`src/rtl/spi_sram_pkg.sv`:
```
// Shared constants for the serial SRAM port: command opcodes and frame sizing.
package spi_sram_pkg;

    localparam logic [7:0] CMD_READ  = 8'h03;
    localparam logic [7:0] CMD_WRITE = 8'h02;

    function automatic int unsigned frame_len(input int unsigned addr_bits,
                                              input int unsigned data_bytes);
        return 8 + addr_bits + 8 * data_bytes;
    endfunction

endpackage

```
`src/rtl/spi_sram_port.sv`:
```
// SPI mode-0 master that runs one command/address/data frame against a serial SRAM
// per read or write strobe; read data is returned little-endian.
module spi_sram_port
    import spi_sram_pkg::*;
#(
    parameter int unsigned DATA_WIDTH_BYTES = 2,
    parameter int unsigned ADDR_BITS        = 16
) (
    input  logic                          clk,
    input  logic                          rst_n,
    input  logic [ADDR_BITS-1:0]          addr_in,
    input  logic [8*DATA_WIDTH_BYTES-1:0] data_in,
    input  logic                          start_read,
    input  logic                          start_write,
    output logic [8*DATA_WIDTH_BYTES-1:0] data_out,
    output logic                          busy,
    output logic                          spi_select,
    output logic                          spi_clk_out,
    output logic                          spi_mosi,
    input  logic                          spi_miso
);

    localparam int unsigned FrameLen  = frame_len(ADDR_BITS, DATA_WIDTH_BYTES);
    localparam int unsigned DataWidth = 8 * DATA_WIDTH_BYTES;
    localparam int unsigned CntW      = $clog2(FrameLen + 1);

    localparam logic [0:0] StIdle  = 1'b0;
    localparam logic [0:0] StShift = 1'b1;

    logic [0:0]           state_q, state_d;
    logic                 phase_q, phase_d;
    logic [CntW-1:0]      cnt_q, cnt_d;
    logic [FrameLen-1:0]  tx_q, tx_d;
    logic [DataWidth-1:0] rx_q, rx_d;
    logic [DataWidth-1:0] data_out_q, data_out_d;
    logic                 is_read_q, is_read_d;
    logic                 mosi_q, mosi_d;

    // Byte 0 travels first on the wire, so it must sit in the most significant slot.
    function automatic logic [DataWidth-1:0] swap_bytes(input logic [DataWidth-1:0] v);
        logic [DataWidth-1:0] r;
        r = '0;
        for (int i = 0; i < int'(DATA_WIDTH_BYTES); i++) begin
            r[8*i +: 8] = v[8*(int'(DATA_WIDTH_BYTES)-1-i) +: 8];
        end
        return r;
    endfunction

    always_comb begin
        logic [7:0] cmd;
        state_d    = state_q;
        phase_d    = phase_q;
        cnt_d      = cnt_q;
        tx_d       = tx_q;
        rx_d       = rx_q;
        data_out_d = data_out_q;
        is_read_d  = is_read_q;
        mosi_d     = mosi_q;
        cmd        = start_read ? CMD_READ : CMD_WRITE;

        unique case (state_q)
            StIdle: begin
                if (start_read || start_write) begin
                    state_d   = StShift;
                    phase_d   = 1'b0;
                    cnt_d     = '0;
                    is_read_d = start_read;
                    tx_d      = {cmd, addr_in, start_read ? '0 : swap_bytes(data_in)};
                    mosi_d    = cmd[7];
                end
            end
            StShift: begin
                if (!phase_q) begin
                    phase_d = 1'b1;
                end else begin
                    // End of phase 1: sclk falls, MISO is sampled, next bit goes out.
                    phase_d = 1'b0;
                    rx_d    = {rx_q[DataWidth-2:0], spi_miso};
                    tx_d    = {tx_q[FrameLen-2:0], 1'b0};
                    cnt_d   = cnt_q + CntW'(1);
                    if (cnt_q == CntW'(FrameLen - 1)) begin
                        state_d = StIdle;
                        mosi_d  = 1'b0;
                        if (is_read_q) begin
                            data_out_d = swap_bytes(rx_d);
                        end
                    end else begin
                        mosi_d = tx_q[FrameLen-2];
                    end
                end
            end
            default: state_d = StIdle;
        endcase
    end

    always_ff @(posedge clk) begin
        if (!rst_n) begin
            state_q    <= StIdle;
            phase_q    <= 1'b0;
            cnt_q      <= '0;
            tx_q       <= '0;
            rx_q       <= '0;
            data_out_q <= '0;
            is_read_q  <= 1'b0;
            mosi_q     <= 1'b0;
        end else begin
            state_q    <= state_d;
            phase_q    <= phase_d;
            cnt_q      <= cnt_d;
            tx_q       <= tx_d;
            rx_q       <= rx_d;
            data_out_q <= data_out_d;
            is_read_q  <= is_read_d;
            mosi_q     <= mosi_d;
        end
    end

    assign busy        = (state_q == StShift);
    assign spi_select  = (state_q == StIdle);
    assign spi_clk_out = phase_q;
    assign spi_mosi    = mosi_q;
    assign data_out    = data_out_q;

endmodule

```
`config.mk`:
```
export PLATFORM = sky130hd
export DESIGN_NAME = spi_sram_port
export DESIGN_NICKNAME = d
export VERILOG_FILES = /design/src/rtl/spi_sram_pkg.sv /design/src/rtl/spi_sram_port.sv
export SDC_FILE = /design/constraint.sdc
export NUM_CORES = 1
export LEC_CHECK = 0
export CORE_UTILIZATION = 57
export DETAILED_ROUTE_END_ITERATION = 7
export GPL_TIMING_DRIVEN = 0
export MAX_ROUTING_LAYER = met4
export PLACE_DENSITY = 0.83
export SLEW_MARGIN = 15
export SYNTH_ARGS = -nofsm -noshare
export SYNTH_HDL_FRONTEND = slang
export SYNTH_SLANG_ARGS = --single-unit
```
`constraint.sdc`:
```
create_clock -name clk -period 2.83 [get_ports clk]
set_clock_uncertainty 0.2 [all_clocks]
set_input_delay 0.566 -clock clk [delete_from_list [all_inputs] [get_ports clk]]
set_output_delay 0.566 -clock clk [all_outputs]
set_load 0.02 [all_outputs]
```
# After elaboration in Yosys (flattened, before gate mapping)
# Cells that the tools add are included.
# word_totals
register_bits	80
wordCells	37
# classes
n_addsub	1
n_eq_ne	3
mux	19
bitwise	1
reduce_logical	5
# ops
operator	count
two-way mux 39 bit	2
one-hot mux 39 bit (2 select lines)	1
two-way mux 16 bit	1
two-way mux 6 bit	2
one-hot mux 6 bit (2 select lines)	1
two-way mux 1 bit	9
adder 6 x 1 -> 6 bit, second input constant	1
equality test 6 bit, second input constant	1
one-hot mux 1 bit (2 select lines)	3
AND reduction 2 bit	3
!= test 2 x 1 -> 1 bit, second input constant	2
AND reduction 4 bit	1
logical OR 1 bit	1
inverter 1 bit	1

# Depth between registers and ports, before layout
# depth
word_depth	4
ltp_mapped	6
ltp_nobuf	4

# Worst setup path before layout
# OpenSTA, ideal clock, no wires.
# synth_timing
kind	in2reg
from	input start_read
to	register tx_q[22]
arrival_ns	1.483
setup_slack_ns	1.089
cell_stages	5
n_path_buf	2
cell_sequence	or3_1 > buf_2 > buf_6 > nand3_1 > o211a_1
# synth_between
elab_chain_cells	3
# synth_rtl
element	line_no	source
start: declaration	spi_sram_port.sv:13	input logic start_read,
logical OR 1 bit	spi_sram_port.sv:63	if (start_read || start_write) begin
!= test 2 x 1 -> 1 bit (no source line)	--	
AND reduction 2 bit (no source line)	--	
end signal: assignment	spi_sram_port.sv:110	tx_q <= tx_d;
end: declaration	spi_sram_port.sv:33	logic [FrameLen-1:0] tx_q, tx_d;
# No other way between the ends.
# A chain may end at the register's enable or synchronous reset.

# Final worst setup path
# layout_timing
from	register state_q, in the netlist busy
to	output spi_select
# layout_between
elab_chain_cells	1
# layout_rtl
element	line_no	source
start: declaration	spi_sram_port.sv:30	logic [0:0] state_q, state_d;
start signal: assignment	spi_sram_port.sv:98	state_q <= StIdle;
start signal: assignment	spi_sram_port.sv:107	state_q <= state_d;
inverter 1 bit	--	
end: declaration	spi_sram_port.sv:17	output logic spi_select,
# No other way between the ends.

==> run summary <==
Run status - complete, no violations
Htree depth - 3
Hold crit path type - reg -> reg
Placed insts - 520
Worst-path clk slew - 80 ps
Crit path from - busy
Proportion of layout cells with a drive suffix above 1 - 12.1%
Startpoint Class - register
Reg2reg start - cnt_q[0]
Design area - 4460 um^2
DP HPWL - 5470 um
GPL Wtd Cong - 0.841
Count of clock tree sinks - 80
Die area - 6630 um^2
CP Capture Type - output port
Die W - 81.4 um
Peak supply drop - 0.498 mV
Worst-case clock buffer depth - 2
CP max FO - 10
Dominant cells by area after synthesis - dfxtp_1 45%, mux2i_1 9.2%, nand2_1 7.6%
Sequential area share after synthesis - 44.6%
Fin. Hold Viols - 0
Filler Cell Count - 441
Detail-routed net length per standard cell - 14.6 um
Mapped Cells - 390
Final non-filler cell total - 536
Vias in the first global route - 2924
Grt met2 use - 43.8%
Crit path DAT - 1900 ps
Max_slew headroom - 50.6%
Post-cts repair resize count - 0
Drt pass-1 iters - 5
N_diodes - 0
Mapped Area - 3590 um^2
Area Overhead vs Synth - 24.1%
Grt met3 use - 7.19%
NumNets Final - 494
Most frequent cells in the layout - 80 x dfxtp_1, 73 x nand2_1, 55 x clkdlybuf4s50_1
Num ports - 57
Most used routing layer in global routing - met2
# rows - 28
First DRT Iteration DRCs - 228
Hold_sp - data_out[5]
Count of final max-slew check failures - 0
Synth area leader - dfxtp_1
Tcrit/Tclk final - 94.1%
Initial antenna violation count - 0
Synthesized area per cell - 9.21 um^2
Wirelength, routed - 7850 um
Setup TNS - 0 ps
CTS Buf Count - 9
CTS tree - built
Setup Viol. Count Final - 0
Vias - 3064
Worst Setup Path Type - reg -> out
Min Clock Period, post-route - 2660 ps
Placed Area - 4240 um^2
Yosys top cell area share - 44.6%
Worst-skew pair later-pin latency - 360 ps
Leak Pwr - 1.67 nW
Avg Vias per Cell - 5.72
CTS root buffer - clkbuf_8
Grt total ovfl - 0
Req. time, crit path - 2060 ps
Core area - 5990 um^2
Drc violations - 0
FMAX - 0.376 GHz
Distinct cell type count of the synthesized netlist - 39
Met1 usage - 31.2%
Global-route wire length before repair - 13100 um
Die Ht - 81.4 um
Syn Nets - 428
Initial core utilization - 60.0%
Maximum capacitance violations - 0
Buffers on Ports - 55
Tot GR Track Use - 26.7%
Pin count of the biggest net entering global routing - 14
P per Cell Area - 552 nW/um^2
Post-CTS Setup Repair Bufs - 0
Synth warnings - 0
RSZ-0062 raised after global routing - false
Seq cells post-synth - 80
Most common cell after layout, fill and taps aside - dfxtp_1
Routed Antenna Nets - 0
Worst slew pin tran - 741 ps
# hold bufs at CTS - 0
[kinds of logic (layout without fill, tap and decap cells)]
family / Yosys count / after routing / share of synthesized area [%]
simple gates: 127 / 127 / 17.1
buf+inv: 42 / 113 / 6.16
fa+ha+maj: 1 / 1 / 0.348
mux: 33 / 33 / 9.19
flops: 80 / 80 / 44.6
compound gates: 107 / 107 / 22.6
[per-layer routing]
metal	wire, um	vias up	part of all wire, %
met4	107	0	1.4
met5	0	-	0
met1	3580	1443	46
li1	-	1534	-
met3	315	10	4.0
met2	3850	77	49
[sequential cells by signal (all words and copies together), names as in the netlist]
register / flops
busy: 1
data_out: 16
spi_mosi: 1
is_read_q: 1
rx_q: 15
cnt_q: 6
spi_clk_out: 1
tx_q: 39
[per-stage QoR]
stage	utilization [%]	hold WS, ps	setup WS (ps)	power (mW)
2_1_floorplan	-	233	1090	1.43
3_3_place_gp	70.7	241	360	1.53
3_5_place_dp	70.7	242	306	1.54
4_1_cts	74.4	259	165	2.47
5_1_grt	74.4	278	94.6	2.55
6_report	74.4	256	167	2.46
[worst max-delay path, cell delays in order, from the launching register on]
cell and delay, ps:
dfxtp_1 350, buf_6 160, inv_2 70, buf_2 280, clkdlybuf4s50_1 670
[cell type report]
type,instances,area (um^2),share of cell area [%]
Buffer,38,206,4.63
Clock buffer,11,141,3.17
Clock inverter,5,78.8,1.77
Inverter,4,15.0,0.337
Multi-Input combinational cell,268,1770,39.7
Sequential cell,80,1600,35.9
Tap cell,75,93.8,2.10
Timing Repair Buffer,55,551,12.3
[power by group]
group          switching, mW  internal (mW)  total [mW]
sequential            0.0277           1.18        1.20
combinational          0.164          0.152       0.317
clock                  0.419          0.521       0.940
[worst paths after layout]
| path | to | slack, ps | depth (start not counted) |
|---|---|---|---|
| worst max-delay path | spi_select | 170 | 4 |
| worst min-delay path | data_out[5] | 260 | 2 |
| worst max register to register | data_out[10] | 890 | 6 |
| worst min register to register | data_out[5] | 260 | 2 |
[synthesized netlist by cell type]
master / count
nor2b_1: 2
nor2_1: 3
inv_1: 1
clkbuf_1: 13
nor4b_2: 1
buf_4: 3
o32a_1: 1
nand2b_1: 2
buf_12: 1
o221a_1: 1
o211ai_1: 2
o22ai_1: 1
buf_1: 2
o31ai_1: 2
dfxtp_1: 80
mux2i_1: 33
nand2_2: 1
o21bai_1: 15
inv_2: 3
nor3_1: 3
o211a_1: 16
nand2_1: 73
nand3_1: 19
nor3b_1: 14
o2111a_1: 1
nand3b_1: 1
a21oi_1: 42
buf_6: 2
a311oi_1: 1
nand4b_1: 1
a2111oi_2: 12
a2111oi_0: 2
and2_1: 1
nor3_2: 1
buf_2: 17
or4_1: 3
ha_1: 1
o21ai_0: 11
or3_1: 2
(Power assumes the default switching activity.)
